===== src/rtl/sig_mag_dec.sv =====
// Sign/magnitude sample decoder with per-channel integrate-and-dump.
// Define SIG_MAG_DEC_STAT_EN to build the magnitude-duty monitor.
module sig_mag_dec #(
    parameter int unsigned WIDTH    = 14,
    parameter int unsigned N_CH     = 1,
    parameter int unsigned DEC_LOG2 = 0
) (
    input  logic                  clk,
    input  logic                  clr,
    input  logic                  we,
    input  logic [N_CH-1:0]       sig,
    input  logic [N_CH-1:0]       mag,
    input  logic [3:0]            w_hi,
    output logic [N_CH*WIDTH-1:0] data_out,
    output logic                  valid,
    output logic [N_CH*10-1:0]    mag_cnt,
    output logic [N_CH-1:0]       mag_ok,
    output logic                  stat_valid
);

    localparam int unsigned AW = 5 + DEC_LOG2;
    localparam int unsigned CW = (DEC_LOG2 == 0) ? 1 : DEC_LOG2;

    logic [CW-1:0]         dec_cntr_q, dec_cntr_d;
    logic signed [AW-1:0]  acc_q [N_CH];
    logic signed [AW-1:0]  acc_d [N_CH];
    logic signed [4:0]     level [N_CH];
    logic signed [AW-1:0]  sum   [N_CH];
    logic [N_CH*WIDTH-1:0] data_q, data_d;
    logic                  valid_q, valid_d;
    logic                  block_end;

    // With DEC_LOG2=0 every strobe closes a block, so the counter value is irrelevant.
    assign block_end = (DEC_LOG2 == 0) || (dec_cntr_q == {CW{1'b1}});

    always_comb begin
        for (int i = 0; i < int'(N_CH); i++) begin
            level[i] = mag[i] ? $signed({1'b0, w_hi}) : 5'sd1;
            if (sig[i]) begin
                level[i] = -level[i];
            end
            sum[i] = acc_q[i] + AW'(level[i]);
        end
    end

    always_comb begin
        dec_cntr_d = dec_cntr_q;
        data_d     = data_q;
        valid_d    = 1'b0;
        for (int i = 0; i < int'(N_CH); i++) begin
            acc_d[i] = acc_q[i];
        end
        if (we) begin
            dec_cntr_d = dec_cntr_q + CW'(1);
            if (block_end) begin
                valid_d = 1'b1;
                for (int i = 0; i < int'(N_CH); i++) begin
                    // Channel 0 occupies the most significant slice.
                    data_d[(int'(N_CH) - 1 - i) * int'(WIDTH) +: WIDTH] = WIDTH'(sum[i]);
                    acc_d[i] = '0;
                end
            end else begin
                for (int i = 0; i < int'(N_CH); i++) begin
                    acc_d[i] = sum[i];
                end
            end
        end
    end

    always_ff @(posedge clk) begin
        if (clr) begin
            dec_cntr_q <= '0;
            data_q     <= '0;
            valid_q    <= 1'b0;
            for (int i = 0; i < int'(N_CH); i++) begin
                acc_q[i] <= '0;
            end
        end else begin
            dec_cntr_q <= dec_cntr_d;
            data_q     <= data_d;
            valid_q    <= valid_d;
            for (int i = 0; i < int'(N_CH); i++) begin
                acc_q[i] <= acc_d[i];
            end
        end
    end

    assign data_out = data_q;
    assign valid    = valid_q;

`ifdef SIG_MAG_DEC_STAT_EN
    logic [9:0]          win_cntr_q, win_cntr_d;
    logic [9:0]          mag_acc_q [N_CH];
    logic [9:0]          mag_acc_d [N_CH];
    logic [9:0]          mag_next  [N_CH];
    logic [N_CH*10-1:0]  mag_cnt_q, mag_cnt_d;
    logic [N_CH-1:0]     mag_ok_q, mag_ok_d;
    logic                stat_valid_q, stat_valid_d;

    always_comb begin
        win_cntr_d   = win_cntr_q;
        mag_cnt_d    = mag_cnt_q;
        mag_ok_d     = mag_ok_q;
        stat_valid_d = 1'b0;
        for (int i = 0; i < int'(N_CH); i++) begin
            mag_next[i]  = mag_acc_q[i] + 10'(mag[i]);
            mag_acc_d[i] = mag_acc_q[i];
        end
        if (we) begin
            win_cntr_d = win_cntr_q + 10'd1;
            if (win_cntr_q == 10'd1023) begin
                stat_valid_d = 1'b1;
                for (int i = 0; i < int'(N_CH); i++) begin
                    mag_cnt_d[(int'(N_CH) - 1 - i) * 10 +: 10] = mag_next[i];
                    mag_ok_d[i]  = (mag_next[i] >= 10'd256) && (mag_next[i] <= 10'd448);
                    mag_acc_d[i] = '0;
                end
            end else begin
                for (int i = 0; i < int'(N_CH); i++) begin
                    mag_acc_d[i] = mag_next[i];
                end
            end
        end
    end

    always_ff @(posedge clk) begin
        if (clr) begin
            win_cntr_q   <= '0;
            mag_cnt_q    <= '0;
            mag_ok_q     <= '0;
            stat_valid_q <= 1'b0;
            for (int i = 0; i < int'(N_CH); i++) begin
                mag_acc_q[i] <= '0;
            end
        end else begin
            win_cntr_q   <= win_cntr_d;
            mag_cnt_q    <= mag_cnt_d;
            mag_ok_q     <= mag_ok_d;
            stat_valid_q <= stat_valid_d;
            for (int i = 0; i < int'(N_CH); i++) begin
                mag_acc_q[i] <= mag_acc_d[i];
            end
        end
    end

    assign mag_cnt    = mag_cnt_q;
    assign mag_ok     = mag_ok_q;
    assign stat_valid = stat_valid_q;
`else
    assign mag_cnt    = '0;
    assign mag_ok     = '0;
    assign stat_valid = 1'b0;
`endif

endmodule


===== config.mk =====
export PLATFORM = sky130hd
export DESIGN_NAME = sig_mag_dec
export DESIGN_NICKNAME = d
export VERILOG_FILES = /design/src/rtl/sig_mag_dec.sv
export SDC_FILE = /design/constraint.sdc
export NUM_CORES = 1
export LEC_CHECK = 0
export CORE_MARGIN = 2
export CORE_UTILIZATION = 31
export CTS_CLUSTER_DIAMETER = 120
export DETAILED_ROUTE_END_ITERATION = 16
export HOLD_SLACK_MARGIN = 0.08
export PLACE_DENSITY = 0.76
export REMOVE_ABC_BUFFERS = 1
export SLEW_MARGIN = 0
export SYNTH_ARGS = -nofsm -noshare
export SYNTH_HDL_FRONTEND = slang
export SYNTH_SLANG_ARGS = --single-unit

===== constraint.sdc =====
create_clock -name clk -period 1.4 [get_ports clk]
set_input_delay 0.28 -clock clk [delete_from_list [all_inputs] [get_ports clk]]
set_output_delay 0.28 -clock clk [all_outputs]
set_load 0.05 [all_outputs]

==> results of run 1 <==
==> timing repair <==
action / CTS / global route
hold endpoints to repair: 0 / 0
setup endpoints to repair: 1 / 1
cloned: 0 / 0
resized for setup: 1 / 4
pin swaps: 2 / 1
==> sequential cells by signal (all words and copies together), names as in the netlist <==
name / cells
data_out: 5
valid: 1
==> area by class of cell <==
cell class | count | area share, %
inverters | 2 | 0.904
clock buffers | 3 | 2.71
repair buffers | 30 | 54.4
multi-input cells | 38 | 25.3
flip-flops and latches | 6 | 14.5
well taps | 15 | 2.26
==> worst max-delay path, stage by stage <==
cell and delay, ps:
dlygate4sd2_1 240, or4b_4 530, a211o_1 310, o211ai_2 70
==> worst max path at each step <==
stage	slack (ps)	start	end
finish	140	w_hi[2]	data_out[3]
global route	120	w_hi[2]	data_out[3]
CTS	0.02	w_hi[0]	data_out[3]
detailed placement	-300	w_hi[1]	data_out[3]
global placement	-280	w_hi[1]	data_out[3]
floorplan	-2560	data_out[4]	data_out[4]
==> metal layers <==
layer	wire (um)	share of wire, %
met5	0	0
met4	48	5.7
met1	316	38
met3	97	12
met2	380	45
==> cells by family (layout without fill, tap and decap cells) <==
kind of cell	Yosys count	after routing	synth area share (%)
other cells	1	12	0.833
simple gates	15	15	16.7
flops	6	6	26.7
buf+inv	23	35	36.7
compound gates	11	11	19.2
==> power groups by stage <==
stage / registers [mW] / logic [mW] / clock network [mW]
after floorplan: 0.306 / 0.0971 / 0
after global placement: 0.199 / 0.403 / 0
after detailed placement: 0.200 / 0.407 / 0
after CTS: 0.197 / 0.406 / 0.158
after global routing: 0.197 / 0.420 / 0.167
final: 0.196 / 0.404 / 0.150
==> cell usage in the layout, fill, tap and decap left out <==
cell	count
nor3_1	1
buf_4	6
conb_1	12
o21ai_0	2
inv_1	2
a21oi_1	2
a22o_1	2
clkbuf_4	3
nor2_1	6
nand2_1	3
buf_12	16
a311oi_1	2
or3b_2	1
nand2b_1	1
o211a_1	1
a211o_1	1
clkdlybuf4s50_1	4
nand3_1	1
and3_1	1
o211ai_2	1
or4b_4	1
dlymetal6s2s_1	3
dfxtp_1	6
dlygate4sd2_1	1
==> stage by stage <==
step | utilization [%] | cells | worst slack (ps)
floorplan | - | 46 | -2560
global placement | 59.8 | 91 | -284
detailed placement | 59.8 | 91 | -299
CTS | 61.4 | 94 | 0.0230
global route | 62.3 | 94 | 117
finish | 62.3 | 94 | 135
==> impl_metrics.toml, run 1 <==
[run_status]
status = "complete, no violations"

[timing]
setup_viol = 0
rsz0062_at_grt = "false"
hold_violations = 0
clock.fmax_mhz = 791
finalCriticalPeriod_ps = 1260
maxSlewViolCount = 0
whs_ps = 423
fin_crit_sh_pct = 90.4
setup_tns_ps = 0
finClkSkew_ps = 0

[floorplanning]
fp.dieH_um = 42.1
num_io_pins = 36
die_width_um = 42.1
rows = 13
coreArea_um2 = 1330
initial_utilization_pct = 33.8
die_area_um2 = 1770

[clock_network]
cts_setup_buffers = 0
clkSinkCount = 6
h-tree-depth = 1
cts_hold_buf = 0
clk_latency_ps = 240
cts_max_path_buffers = 2
cts_root_buffer = "clkbuf_4"
numCtsBuffers = 3
clkTransAtPathRegs_ps = 40
tritoncts = "done"

[drt]
vias = 413
viasPerCell = 4.39
routedWlPerCell_um = 8.96
wl_um = 842
postRouteAntennaNets = 0
drc = 0
drtIter0Drc = 5
drt-pass1-iter-count = 2

[yosys]
yosysSeqAreaShare_pct = 26.7
synth_seq_cells = 6
ys_async_sr_fraction_pct = 0
yosysTopAreaCell = "buf_4"
syn_area_um2 = 450
synth.most_common_cell = "buf_4"
synth_cell_type_count = 19
syn_avg_cell_area_um2 = 8.04
synth_top_area_share_pct = 35.0
synth-edff-count = 0
ys_top_cells_by_area = "buf_4, dfxtp_1, nor2_1, a22o_1, a311oi_1"
synth_common_cells = "buf_4, dfxtp_1, nor2_1"
yosys_warnings = 0
ys.flop_type = "dfxtp_1"
synth_cells = 56

[power_and_ir_drop]
p_int_mw = 0.447
sw_frac_of_total_pct = 40.5
combinationalPowerShare_pct = 53.8
peakVddDrop_uv = 545
power_switching_mw = 0.304
power_density_nw_per_um2 = 904
p_total_mw = 0.751
power_frac_clock_pct = 20.0
p_seq_share_pct = 26.2
leakage_nw = 0.412

[setup_path]
r2r-start = "data_out[3]"
start_kind = "input port"
crit_path_end_kind = "register"
r2r_cells = 2
r2r_end = "data_out[3]"
cp.arrival_ps = 1430
required_ps = 1570
rrSetupSlack_ps = 430
cp_max_fo = 2
critPathKind = "in2reg"

[grt]
grt_use_met3_pct = 4.31
grt_pass1_wl_um = 1420
use_met2_pct = 17.5
grt_pass1_vias = 349
grt_usage_pct = 11.5
grt.overflow.total = 0
grt_busiest_layer = "met2"
grt_max_degree = 11
antenna_found_initial = 0
grtUsageMet1_pct = 11.0

[place]
placed_cell_area_um2 = 798
dpl.hpwl_um = 745
port-buffer-count = 23
place.gp.congestion = 0.796

[min_path]
hp-start = "mag"
hp-class = "in2reg"
whs_endpoint = "data_out[0]"
min_path_cells = 3

[final_layout]
fillCellCount = 105
nets = 90
ff_latch_area_um2 = 120
layout-drive-gt1-share_pct = 35.4
multiInputGateArea_um2 = 210
n_antenna_cell = 0
synthToLayoutAreaGrowth_pct = 84.4
design_area_um2 = 831

[flow_run]
cap_violations = 0
(Power assumes the default switching activity.)
==> inputs of run 2 (changes only) <==
--- a/config.mk
+++ b/config.mk
@@ -5,12 +5,14 @@
 export SDC_FILE = /design/constraint.sdc
 export NUM_CORES = 1
 export LEC_CHECK = 0
+export CELL_PAD_IN_SITES_DETAIL_PLACEMENT = 1
+export CELL_PAD_IN_SITES_GLOBAL_PLACEMENT = 2
 export CORE_MARGIN = 2
-export CORE_UTILIZATION = 31
+export CORE_UTILIZATION = 15
 export CTS_CLUSTER_DIAMETER = 120
 export DETAILED_ROUTE_END_ITERATION = 16
 export HOLD_SLACK_MARGIN = 0.08
-export PLACE_DENSITY = 0.76
+export PLACE_DENSITY_LB_ADDON = 0.1
 export REMOVE_ABC_BUFFERS = 1
 export SLEW_MARGIN = 0
 export SYNTH_ARGS = -nofsm -noshare
==> impl_metrics.toml, run 2 (same netlist as run 1, synthesis figures left out) <==
[run_status]
status = "finished, violations left"
violations = "design-rule violations"

[setup_path]
crit_path_end_kind = "register"
r2r-start = "data_out[3]"
cp.arrival_ps = 1570
r2r_end = "data_out[3]"
r2r_cells = 2
cp_max_fo = 2
required_ps = 1580
critPathKind = "in2reg"
rrSetupSlack_ps = 420
start_kind = "input port"

[floorplanning]
fp.dieH_um = 58.8
coreArea_um2 = 2810
die_width_um = 58.8
die_area_um2 = 3460
initial_utilization_pct = 16.1
num_io_pins = 36
rows = 19

[drt]
top_layer = "met4"
drc = 4
routedWlPerCell_um = 10.6
routed-wl-met2_um = 533
drt-pass1-iter-count = 9
wl_met3_um = 131
postRouteAntennaNets = 0
m1WireLength_um = 465
wl_um = 1170
viasPerCell = 3.77
vias = 418
drtIter0Drc = 9

[clock_network]
clkTransAtPathRegs_ps = 50
cts_root_buffer = "clkbuf_4"
h-tree-depth = 1
cts_max_path_buffers = 2
numCtsBuffers = 3
tritoncts = "done"
clkSinkCount = 6
clk_latency_ps = 250

[final_layout]
fillCellCount = 333
ff_latch_area_um2 = 120
n_antenna_cell = 0
final_common_cell = "buf_12"
synthToLayoutAreaGrowth_pct = 88.9
layout_common_cells = "buf_12, conb_1, clkdlybuf4s50_1, buf_4"
nets = 91
multiInputGateArea_um2 = 210
stdcell_count = 111
largest_reg_flops = 5
layout-drive-gt1-share_pct = 36.3

[timing]
maxSlewViolCount = 0
fin_crit_sh_pct = 98.9
hold_violations = 0
finalCriticalPeriod_ps = 1380
rsz0062_at_grt = "false"
whs_ps = 515
finClkSkew_ps = 0
clock.fmax_mhz = 722
setup_viol = 0

[place]
dpl.hpwl_um = 1020
port-buffer-count = 23
placed_cells = 108
place.gp.congestion = 0.692

[grt]
grt_pass1_wl_um = 1890
grt_pass1_vias = 421
grt_max_degree = 11
antenna_found_initial = 0
grt.overflow.total = 0
grt_usage_pct = 7.98

[min_path]
hp-class = "reg2reg"
hp-start = "data_out[0]"
whs_endpoint = "data_out[0]"
min_path_cells = 2

[power_and_ir_drop]
peakVddDrop_uv = 223
leakage_nw = 0.389
p_total_mw = 0.776
power_density_nw_per_um2 = 912

[flow_run]
cap_violations = 0
[run 2: cell type report]
type,count,share of cell area (%)
repair buffers,31,53.1
multi-input cells,38,24.7
inverters,2,0.882
flip-flops and latches,6,14.1
clock buffers,3,2.65
well taps,31,4.56
[run 2: how the worst max path moves through the flow]
stage           startpoint          end  slack, ps  cells after the start
2_1_floorplan  data_out[4]  data_out[4]      -2560                      2
4_1_cts            w_hi[0]  data_out[3]         20                      4
5_1_grt            w_hi[0]  data_out[3]          2                      4
3_3_place_gp       w_hi[1]  data_out[3]       -300                      4
3_5_place_dp       w_hi[1]  data_out[3]       -310                      4
6_report           w_hi[0]  data_out[3]         20                      4
[run 2: per-layer routing]
layer	GRT usage [%]	vias up
li1	-	206
met1	8.68	178
met2	12.1	30
met3	1.76	4
met4	8.77	0
met5	0	-
[run 2: report_power, final]
group	total, mW	switching, mW	leakage (nW)	internal [mW]
clock	0.169	0.0716	0.0138	0.0976
combinational	0.411	0.242	0.325	0.170
sequential	0.196	0.0121	0.0498	0.184
[run 2: worst max-delay path, stage by stage]
cell,delay (ps)
clkdlybuf4s50_1,420
or4b_4,520
a211o_1,280
o211ai_2,70
[run 2: timing repair]
| action | CTS | global route |
|---|---|---|
| resized for setup | 2 | 0 |
| setup endpoints to repair | 1 | 0 |
| setup buffers | 0 | 0 |
| hold buffers | 0 | 0 |
[run 2: per-stage QoR]
| stage | setup WS [ps] | area [um^2] | TNS, ps | utilization (%) |
|---|---|---|---|---|
| after floorplan | -2560 | 334 | -26380 | - |
| after global placement | -301 | 826 | -541 | 29.4 |
| after detailed placement | -313 | 826 | -589 | 29.4 |
| after CTS | 16.1 | 851 | 0 | 30.3 |
| after global routing | 2.06 | 851 | 0 | 30.3 |
| final | 15.8 | 851 | 0 | 30.3 |
